### src/rtl/ocr_score_accumulator_if.sv
// Handshake bundle between a score producer, the frame accumulator and the classifier.
// The master modport is the producer/consumer side; the slave modport is the accumulator.
interface ocr_score_accumulator_if #(
    parameter int WIDTH   = 32,
    parameter int COUNT_W = 10
);
    logic               in_valid;
    logic               in_ready;
    logic [WIDTH-1:0]   in_data;
    logic               out_valid;
    logic               out_ready;
    logic [WIDTH-1:0]   out_sum;
    logic               out_ovf;
    logic [COUNT_W-1:0] out_count;

    modport master (
        output in_valid, in_data, out_ready,
        input  in_ready, out_valid, out_sum, out_ovf, out_count
    );

    modport slave (
        input  in_valid, in_data, out_ready,
        output in_ready, out_valid, out_sum, out_ovf, out_count
    );
endinterface

### src/rtl/ocr_score_accumulator.sv
// Accumulates FRAME_LEN unsigned match scores into one frame score with a sticky carry flag.
// Optional feature: define SCORE_SATURATE_EN to clamp the sum at all-ones on carry-out.
module ocr_score_accumulator #(
    parameter int WIDTH     = 32,
    parameter int COUNT_W   = 10,
    parameter int FRAME_LEN = 784
) (
    input  logic                     clk,
    input  logic                     rst_n,
    input  logic                     clr,
    ocr_score_accumulator_if.slave   bus
);
    typedef enum logic {
        ACCUM = 1'b0,
        HOLD  = 1'b1
    } state_e;

    localparam logic [COUNT_W-1:0] LAST_BEAT = COUNT_W'(FRAME_LEN - 1);

    state_e             state;
    logic [WIDTH-1:0]   acc;
    logic [COUNT_W-1:0] count;
    logic               ovf;
    logic               out_valid_q;
    logic               in_ready_q;

    logic [WIDTH:0]     sum_full;
    logic               carry;
    logic [WIDTH-1:0]   acc_next;
    logic               beat;

    always_comb begin
        // NOTE: every always_comb target gets a value on every path, so no latch is inferred.
        sum_full = {1'b0, acc} + {1'b0, bus.in_data};
        carry    = sum_full[WIDTH];
`ifdef SCORE_SATURATE_EN
        // Once clamped, the sum stays pinned for the rest of the frame.
        acc_next = (carry || ovf) ? '1 : sum_full[WIDTH-1:0];
`else
        acc_next = sum_full[WIDTH-1:0];
`endif
    end

    assign beat = bus.in_valid && in_ready_q;

    // NOTE: sequential state uses non-blocking assignments so every register samples pre-edge values.
    always_ff @(posedge clk or negedge rst_n) begin
        if (!rst_n) begin
            state       <= ACCUM;
            acc         <= '0;
            count       <= '0;
            ovf         <= 1'b0;
            out_valid_q <= 1'b0;
            in_ready_q  <= 1'b1;
        end else if (clr) begin
            state       <= ACCUM;
            acc         <= '0;
            count       <= '0;
            ovf         <= 1'b0;
            out_valid_q <= 1'b0;
            in_ready_q  <= 1'b1;
        end else begin
            case (state)
                ACCUM: begin
                    if (beat) begin
                        acc   <= acc_next;
                        ovf   <= ovf | carry;
                        count <= count + COUNT_W'(1);
                        // The final beat is folded in before the result is presented.
                        if (count == LAST_BEAT) begin
                            state       <= HOLD;
                            out_valid_q <= 1'b1;
                            in_ready_q  <= 1'b0;
                        end
                    end
                end
                HOLD: begin
                    if (bus.out_ready) begin
                        state       <= ACCUM;
                        acc         <= '0;
                        count       <= '0;
                        ovf         <= 1'b0;
                        out_valid_q <= 1'b0;
                        in_ready_q  <= 1'b1;
                    end
                end
                default: begin
                    state       <= ACCUM;
                    out_valid_q <= 1'b0;
                    in_ready_q  <= 1'b1;
                end
            endcase
        end
    end

    assign bus.in_ready  = in_ready_q;
    assign bus.out_valid = out_valid_q;
    assign bus.out_sum   = acc;
    assign bus.out_ovf   = ovf;
    assign bus.out_count = count;
endmodule
### src/flat_wrapper.sv
// flat-port wrapper written by rule: the top's interface ports become plain ports
module ocr_score_accumulator_flat 
#(
    parameter int WIDTH     = 32,
    parameter int COUNT_W   = 10,
    parameter int FRAME_LEN = 784
)
  (clk, rst_n, clr, bus_in_valid, bus_in_data, bus_out_ready, bus_in_ready, bus_out_valid, bus_out_sum, bus_out_ovf, bus_out_count);
  ocr_score_accumulator_if #(.WIDTH(WIDTH), .COUNT_W(COUNT_W)) bus_i ();
  input  logic clk;
  input  logic rst_n;
  input  logic clr;
  input wire logic [$bits(bus_i.in_valid)-1:0] bus_in_valid;
  input wire logic [$bits(bus_i.in_data)-1:0] bus_in_data;
  input wire logic [$bits(bus_i.out_ready)-1:0] bus_out_ready;
  output wire logic [$bits(bus_i.in_ready)-1:0] bus_in_ready;
  output wire logic [$bits(bus_i.out_valid)-1:0] bus_out_valid;
  output wire logic [$bits(bus_i.out_sum)-1:0] bus_out_sum;
  output wire logic [$bits(bus_i.out_ovf)-1:0] bus_out_ovf;
  output wire logic [$bits(bus_i.out_count)-1:0] bus_out_count;
  assign bus_i.in_valid = bus_in_valid;
  assign bus_i.in_data = bus_in_data;
  assign bus_i.out_ready = bus_out_ready;
  assign bus_in_ready = bus_i.in_ready;
  assign bus_out_valid = bus_i.out_valid;
  assign bus_out_sum = bus_i.out_sum;
  assign bus_out_ovf = bus_i.out_ovf;
  assign bus_out_count = bus_i.out_count;
  ocr_score_accumulator #(.WIDTH(WIDTH), .COUNT_W(COUNT_W), .FRAME_LEN(FRAME_LEN)) u_core (.clk(clk), .rst_n(rst_n), .clr(clr), .bus(bus_i));
endmodule
### config.mk
export PLATFORM = sky130hd
export DESIGN_NAME = ocr_score_accumulator_flat
export DESIGN_NICKNAME = d
export VERILOG_FILES = /design/src/rtl/ocr_score_accumulator_if.sv /design/src/rtl/ocr_score_accumulator.sv /design/src/flat_wrapper.sv
export SDC_FILE = /design/constraint.sdc
export NUM_CORES = 1
export LEC_CHECK = 0
export CELL_PAD_IN_SITES_DETAIL_PLACEMENT = 1
export CELL_PAD_IN_SITES_GLOBAL_PLACEMENT = 1
export CORE_UTILIZATION = 35
export CTS_BUF_LIST = sky130_fd_sc_hd__clkbuf_4 sky130_fd_sc_hd__clkbuf_8
export CTS_CLUSTER_SIZE = 14
export DETAILED_ROUTE_END_ITERATION = 10
export HOLD_SLACK_MARGIN = 0.12
export PLACE_DENSITY_LB_ADDON = 0.15
export SYNTH_ARGS = -nofsm -noshare
export SYNTH_HDL_FRONTEND = slang
export SYNTH_SLANG_ARGS = --single-unit
### constraint.sdc
create_clock -name clk -period 2.15 [get_ports clk]
set_input_delay 0.43 -clock clk [delete_from_list [all_inputs] [get_ports clk]]
set_output_delay 0.43 -clock clk [all_outputs]
set_load 0.05 [all_outputs]
; After elaboration in Yosys (flattened, before gate mapping)
; Index checks and enable logic that the tools add are counted.
[classes]
eq_ne = 4
n_div = 0
n_mul = 0
reduce_logical = 3
bitwise_logic = 2
n_addsub = 2
shift = 0
order_cmp = 0
n_mux = 26
[ops]
columns = op, n
row1 = $mux 32, 3
row2 = $pmux 32 s2, 1
row3 = $add 32x32->33, 1
row4 = $mux 10, 3
row5 = $pmux 10 s2, 1
row6 = $mux 1, 14
row7 = $add 10x1->10 const B, 1
row8 = $eq 10x10->1 const B, 1
row9 = $pmux 1 s2, 4
row10 = $ne 3x2->1 const B, 2
row11 = $ne 3x3->1 const B, 1
row12 = $reduce_and 3->1, 1
row13 = $reduce_and 2->1, 1
row14 = $logic_and 1x1->1, 1
row15 = $not 1->1, 1
row16 = $or 1x1->1, 1
[totals]
out_inout_bits = 45
ramBits = 0
reg_bits = 46
inputBits = 37
mem_bits_ro = 0
n_memories = 0
latchBits = 0
elab_cells = 43

; Longest topological paths before layout
[logic_depth]
depth_word = 5
ltp_mapped = 10
ltp_nobuf = 10

; Least setup slack after synthesis
; No wires, ideal clock.
[synth_path]
kind = register to register
startpoint = register u_core.acc[0], in the netlist u_core.bus.out_sum[0]
endpoint = register u_core.ovf, in the netlist u_core.bus.out_ovf
period_less_slack_ns = 2.614
setup_ns = 0.066
path_stages_with_launch = 11
path_buffers = 0
path_slack_ns = -0.464
required_ns = 2.084
arrival_ns = 2.548
cell_sequence = dfrtp_1 > ha_1 > inv_1 > fa_1 > nor2b_1 > o2111a_1 > o21ai_1 > a31oi_2 > a211oi_2 > o311ai_1 > o211a_1
[synth_via]
elab_chain_len = 5
[synth_rtl]
columns = element, line_no
row1 = from (decl), ocr_score_accumulator.sv:21  ; logic [WIDTH-1:0] acc;
row2 = from (signal assigned), ocr_score_accumulator.sv:66  ; acc <= acc_next;
row3 = $add 32x32->33, ocr_score_accumulator.sv:34  ; sum_full = {1'b0, acc} + {1'b0, bus.in_data};
row4 = $or 1x1->1, ocr_score_accumulator.sv:67  ; ovf <= ovf | carry;
row5 = $mux 1, ocr_score_accumulator.sv:65  ; if (beat) begin
row6 = $pmux 1 s2, ocr_score_accumulator.sv:63  ; case (state)
row7 = $mux 1, ocr_score_accumulator.sv:55  ; end else if (clr) begin
row8 = to (signal assigned), ocr_score_accumulator.sv:67
row9 = to (decl), ocr_score_accumulator.sv:23  ; logic ovf;
; No other way between the ends. The select of a mux whose other input is x is not followed.
; A chain may end at the register's enable or synchronous reset.

; Final worst setup path
[layout_path]
startpoint = register u_core.acc[0], in the netlist u_core.bus.out_sum[0]
endpoint = register u_core.acc[8], in the netlist u_core.bus.out_sum[8]
[layout_via]
elab_chain_len = 4
[layout_rtl]
columns = element, line_no
row1 = $add 32x32->33, ocr_score_accumulator.sv:34
row2 = $mux 32, ocr_score_accumulator.sv:65
row3 = $pmux 32 s2, ocr_score_accumulator.sv:63
row4 = $mux 32, ocr_score_accumulator.sv:55
; No other way between the ends. The select of a mux whose other input is x is not followed.

==> impl_metrics.json <==
{
  "drive_above_1_share_pct": 42.23,
  "vdd_drop_max_v": 0.0004226,
  "seq_area_frac_synth_pct": 31.80,
  "worstSetupPathType": "reg -> reg",
  "p_total_uw": 4790,
  "grt_util_all_layers_pct": 30.74,
  "use_met2_pct": 56.86,
  "die_w_um": 103.8,
  "drc": 0,
  "utilization_pct": 65.06,
  "maxSlewViolCount": 0,
  "power.share.clock_pct": 13.3,
  "r2r_end": "u_core.bus.out_sum[8]$_DFFE_PN0P_",
  "via_count": 4648,
  "syn-mean-instance-area_um2": 8.292,
  "synth_top_cell_by_area": "dfrtp_1",
  "wl_per_cell_um": 23.88,
  "violations": "setup timing",
  "grt_max_degree": 25,
  "syn_inst": 437,
  "worstSetupStartpoint": "u_core.bus.out_sum[0]$_DFFE_PN0P_",
  "numCtsBuffers": 5,
  "path_max_fanout": 3,
  "seq_power_share_pct": 23.1,
  "critPathCaptureType": "register",
  "ys.flop_type": "dfrtp_1",
  "antenna_found_initial": 0,
  "max-cap-violations": 0,
  "synth.area.top_cells": "dfrtp_1, ha_1, o21ai_0",
  "core.rowCount": 36,
  "ant_nets": 0,
  "port_buffers": 81,
  "first_pass_iters": 5,
  "worst_pin_slew_ns": 0.6380,
  "netSwitchingFraction_pct": 45.89,
  "gr-total-overflow": 0,
  "synth-edff-count": 0,
  "yosys_warnings": 0,
  "crit_end": "u_core.bus.out_sum[8]$_DFFE_PN0P_",
  "async_flop_share_pct": 100.0,
  "power_density_nw_per_um2": 742.9,
  "netlist.area_leader.share_pct": 31.08,
  "crit_required_ns": 2.37,
  "hold_violations": 0,
  "drt_iter0_drc": 208,
  "timing.rr.start": "u_core.bus.out_sum[0]$_DFFE_PN0P_",
  "wl_um": 18840,
  "critPathSlowestCell": "dfrtp_2",
  "clock.fmax_mhz": 408.1,
  "synth_nets": 508,
  "chipHeight_um": 103.8,
  "worst-r2r-setup-slack_ns": -0.30,
  "place_congestion": 0.8677,
  "grt_pass1_wl_um": 26430,
  "min_period_ns": 2.450,
  "use_met1_pct": 36.55,
  "antenna_cells": 0,
  "initial_utilization_pct": 36.57,
  "core_um2": 9910,
  "cts.clk_slew.worst_paths_ns": 0.12,
  "final.fill_count": 1123,
  "cts_tree": "done",
  "p_int_uw": 2592,
  "cts.sink_count": 46,
  "syn2layout_area_growth_pct": 77.93,
  "cts_root_buf": "clkbuf_8",
  "finalCritPeriodShare_pct": 114.0,
  "synth.cell_area_um2": 3623,
  "cp.arrival_ns": 2.67,
  "rsz0062_at_grt": "yes",
  "r2r.worst_path.cells": 11,
  "dp_slack_ns": -0.8414,
  "ctsLongestPathBuffers": 2,
  "holdWs_ns": 0.1109,
  "worst_slack_ns": -0.3004,
  "final_net_count": 726,
  "fin_skew_ns": 0.01445,
  "power.leakage_uw": 0.002884,
  "dp_hpwl_um": 10880,
  "relSlewSlack_pct": 57.46,
  "vias_per_cell": 5.891,
  "grt_pass1_vias": 4995,
  "gr-usage-met3_pct": 4.028,
  "min_path_type": "in -> async",
  "outcome": "finished, violations left",
  "ys_ff_latch": 46,
  "fin_tns_setup_ns": -4.023,
  "ctsHtreeMaxLevel": 2,
  "setup_viol": 24,
  "busiest_layer": "met2",
  "combPwrFrac_pct": 63.6,
  "multi_input_area_um2": 3013,
  "p_sw_uw": 2198,
  "die_area_um2": 10760,
  "insertion_delay_ns": 0.33,
  "seq_area_um2": 1180,
  "crit_path_start_kind": "register",
  "cp_slowest_stage_delay_ns": 0.44,
  "io_pins": 82,
  "path_cells": "ha_4 -> inv_2 -> fa_2 -> nor2b_4 -> o2111a_2 -> buf_6 -> or3_4 -> a21o_1 -> a21oi_2 -> xor2_1 -> o21ai_1",
  "yosysUniqueCellTypes": 59
}
==> cell usage in the layout (no fill, tap or decap), drive strengths merged, types with 6 or more instances in the layout <==
cell type and count:
nand4 8, ha 33, a32o 6, a21o 14
o21ai 49, xnor2 7, or3 9, inv 13
nand3 13, a31oi 6, nor3 6, clkdlybuf4s50 53
a21oi 32, and3 6, nor2 44, buf 146
dlygate4sd2 20, dfrtp 45, nand2 56, xor2 16
dlymetal6s2s 7
==> worst max-delay path: cells and delay by family (launching register included) <==
| kind | cells | cell delay (ns) |
|---|---|---|
| compound gates | 4 | 0.73 |
| fa+ha+maj | 2 | 0.39 |
| flops | 1 | 0.44 |
| buf+inv | 2 | 0.19 |
| simple gates | 2 | 0.39 |
| xor+xnor | 1 | 0.19 |
==> logic make-up after synthesis <==
| family | share of synthesized area [%] |
|---|---|
| and+or+nand+nor | 20.55 |
| AOI/OAI and AO/OA | 26.31 |
| DFF | 31.80 |
| adders and majority gates | 11.95 |
| buffers and inverters | 3.557 |
| xor gates and xnor gates | 5.559 |
| muxes | 0.2763 |
==> metrics by stage <==
step                      area, µm²  instances
final                          6447        789
after global routing           6447        789
after CTS                      6188        780
after detailed placement       5583        752
after global placement         5583        752
after floorplan                3800        437
==> cells in the mapped netlist, types with 4 or more instances <==
cell type,number
a21o_1,14
a21oi_1,30
a31oi_1,5
a32o_1,6
clkbuf_1,10
dfrtp_1,45
ha_1,33
inv_1,12
nand2_1,56
nand2b_1,4
nand3_1,13
nand4_1,8
nor2_1,42
nor2b_1,5
nor3_1,6
o21ai_0,45
or3_1,9
xnor2_1,7
xor2_1,16
==> sequential cells by signal, indices dropped and copies added, names as in the netlist <==
signal,count
u_core.bus.out_count,10
u_core.bus.out_valid,1
u_core.bus.out_ovf,1
u_core.bus.in_ready,1
u_core.state,1
u_core.bus.out_sum,32
==> power by group through the flow <==
stage                     logic (µW)  clock network (µW)  registers, µW
after global routing            3190                 650           1120
after detailed placement        2390                   0           1100
after floorplan                  953                   0           1460
after global placement          2310                   0           1090
final                           3050                 635           1110
after CTS                       2680                 627           1090
==> final cells by class <==
class                      count  share of cell area [%]
clock buffer                   5                   1.067
clock inverter                 3                  0.3881
inverter                      12                  0.6986
multi-input combinational    364                   46.73
sequential                    46                   18.30
tap                          133                   2.581
timing repair buffer         226                   30.23
==> metal layers <==
metal	part of all wire, %	up-vias
li1	-	2049
met1	39	2295
met2	52	216
met3	4.4	88
met4	4.9	0
met5	0	-
==> how the worst min path moves through the flow <==
stage / end / slack, ns / cells after the start / start
3_5_place_dp: u_core.bus.out_count[8]$_DFFE_PN0P_ / 0.48 / 1 / rst_n
6_report: u_core.bus.out_count[8]$_DFFE_PN0P_ / 0.11 / 1 / rst_n
4_1_cts: u_core.bus.out_count[2]$_DFFE_PN0P_ / 0.13 / 1 / rst_n
3_3_place_gp: u_core.bus.out_count[8]$_DFFE_PN0P_ / 0.47 / 1 / rst_n
5_1_grt: u_core.bus.out_count[2]$_DFFE_PN0P_ / 0.14 / 1 / rst_n
2_1_floorplan: u_core.bus.out_count[0]$_DFFE_PN0P_ / 0.13 / 0 / rst_n
==> timing repair <==
item	CTS	global route
endpoints found under the hold margin	0	0
resized for setup	96	46
pin swaps	56	37
hold buffers	0	0
setup endpoints to repair	26	26
setup buffers	21	11
(Power assumes the default switching activity.)
==> variant (config.mk and constraints unchanged) <==
Build with the macro `SCORE_SATURATE_EN` defined.
--- a/src/rtl/ocr_score_accumulator.sv
+++ b/src/rtl/ocr_score_accumulator.sv
@@ -1,5 +1,7 @@
 // Accumulates FRAME_LEN unsigned match scores into one frame score with a sticky carry flag.
 // Optional feature: define SCORE_SATURATE_EN to clamp the sum at all-ones on carry-out.
+`define SCORE_SATURATE_EN
+
 module ocr_score_accumulator #(
     parameter int WIDTH     = 32,
     parameter int COUNT_W   = 10,
Function: changed (Yosys sat finds a counterexample within 4 cycles, from zero or initial values and one cycle with rst_n low).
==> variant against the unedited design <==
- the flow still finishes with violations (setup timing)
- fmax fell by 15%
- setup slack got worse by 0.45 ns
- routed wire length fell by 28%
- largest cell class unchanged
- largest power group unchanged
- sequential cell count did not move
- clock skew rose by 0.00075 ns
- power rose by 42%
- cell area fell by 8.2%
- die area fell by 0.99%
- highest routed layer unchanged
- synthesized cell count rose by 0.69%
- synthesized area fell by 1.0%
- non-clock buffer count fell by 8
- global-route usage fell by 4.5 points
- count of clock-buffer cells in the layout did not move
==> variant: results (changes against the unedited design) <==
Parameter                              Value

Run status
  Outcome ... complete, but fails checks
  Failing checks ... setup timing

Layout
  FFs & Latches ... 46 (unchanged)
  Multi-input logic portion of the cell area ... 43.4% (-3.3 points)
  Area of all sequential standard cells ... 1150 µm² (-2.2%)
  Non-clock buffer count in the final layout ... 218 (-3.5%)
  Final-layout fill cell count ... 1,172 (+4.4%)
  Fraction of final layout cells with drive strength greater than 1 ... 30.0% (-12 points)
  NonClk Buf Share ... 32.2% (+2.0 points)
  Non-clock inverter total of the final layout ... 8 (-4)
  Post-layout net count ... 719 (-0.96%)
  Count of multi-input gates ... 369 (+1.4%)
  Final Instance Count excl. Fillers ... 782 (-0.89%)

Route
  Initial drt markers ... 161 (-23%)
  Mean number of vias per cell ... 5.34 (-9.4%)
  Detailed-routing iteration count for the pre-antenna-repair pass ... 4 (-1)
  Routed length per placed instance ... 17.4 µm (-27%)

Yosys
  Netlist cell types ... 49 (-17%)
  Number of nets produced by synthesis ... 511 (+0.59%)
  Top cells by count, synth ... sky130_fd_sc_hd__nand2_1 (80), sky130_fd_sc_hd__dfrtp_1 (45), sky130_fd_sc_hd__o21ai_0 (43)
  Top post-synthesis cells by area ... sky130_fd_sc_hd__dfrtp_1 (31%), sky130_fd_sc_hd__ha_1 (12%), sky130_fd_sc_hd__nand2_1 (8.4%)
  Share of synthesized area occupied by flip-flops and latches ... 32.1% (+0.32 points)

STA
  Clock skew ... 0.0152 ns (+0.000749 ns)
  Endpoints failing setup ... 33 (+38%)
  Setup ws final ... -0.749 ns (-0.448 ns)
  Slew of the pin with the lowest slew margin ... 0.534 ns (-0.105 ns)
  Summed negative setup slack over all endpoints ... -23.91 ns (-19.89 ns)
  Final-layout worst hold slack ... 0.514 ns (+0.403 ns)

Place
  Final RePlAce weighted congestion ... 0.810 (-6.6%)
  DPL Wire Length ... 9.90 mm (-9.1%)
  Post-place setup slack ... -1.37 ns (-0.527 ns)
  Placed standard-cell area ... 5470 µm² (-2.0%)
  Placed Cells ... 760 (+1.1%)

Setup path
  Worst reg2reg path depth ... 12 (+1)
  R2R Path End ... u_core.bus.out_sum[3]$_DFFE_PN0P_
  Critical Path AT ... 3.12 ns (+0.45 ns)

GRT
  Maximum number of pins on one net before global-route repair ... 31 (+24%)
  Global-route usage over all layers ... 26.2% (-4.5 points)
  Via count of the first global-routing pass ... 4,448 (-11%)
  Wire length of the first global-routing pass ... 21.6 mm (-18%)

Pwr
  Leakage Power ... 2.88 nW (-0.23%)

Worst hold path
  Startpoint of the most critical hold path ... u_core.bus.out_valid$_DFFE_PN0P_
variant: cell families after synthesis:
logic type / after synthesis / share of synthesized area, %
compound gates: 146 / 26.1
fa+ha+maj: 34 / 12.1
flops: 46 / 32.1
buf+inv: 25 / 2.76
xor+xnor: 32 / 7.81
mux: 3 / 0.837
simple gates: 154 / 18.3
variant: timing repair:
item | CTS | global route
hold buffers | 1 | 0
buffers inserted | 7 | 4
gates cloned | 2 | 0
resized for setup | 57 | 20
endpoints found under the setup margin | 33 | 34
pin swaps | 14 | 19
hold endpoints to repair | 20 | 0
variant: power by group:
part           leakage (nW)  switching (W)  internal, W
logic                  2.23        0.00276      0.00227
registers             0.607       0.000140      0.00105
clock network        0.0408       0.000358     0.000234
total                  2.88        0.00326      0.00355
variant: per-layer routing:
metal	global-route usage [%]	up-vias	part of all wire [%]	routed length, µm
met2	50.4	92	53	7200
met5	0	-	0	0
met4	5.74	0	1.7	231
li1	-	2005	-	-
met1	31.3	2057	42	5760
met3	2.82	21	2.9	390
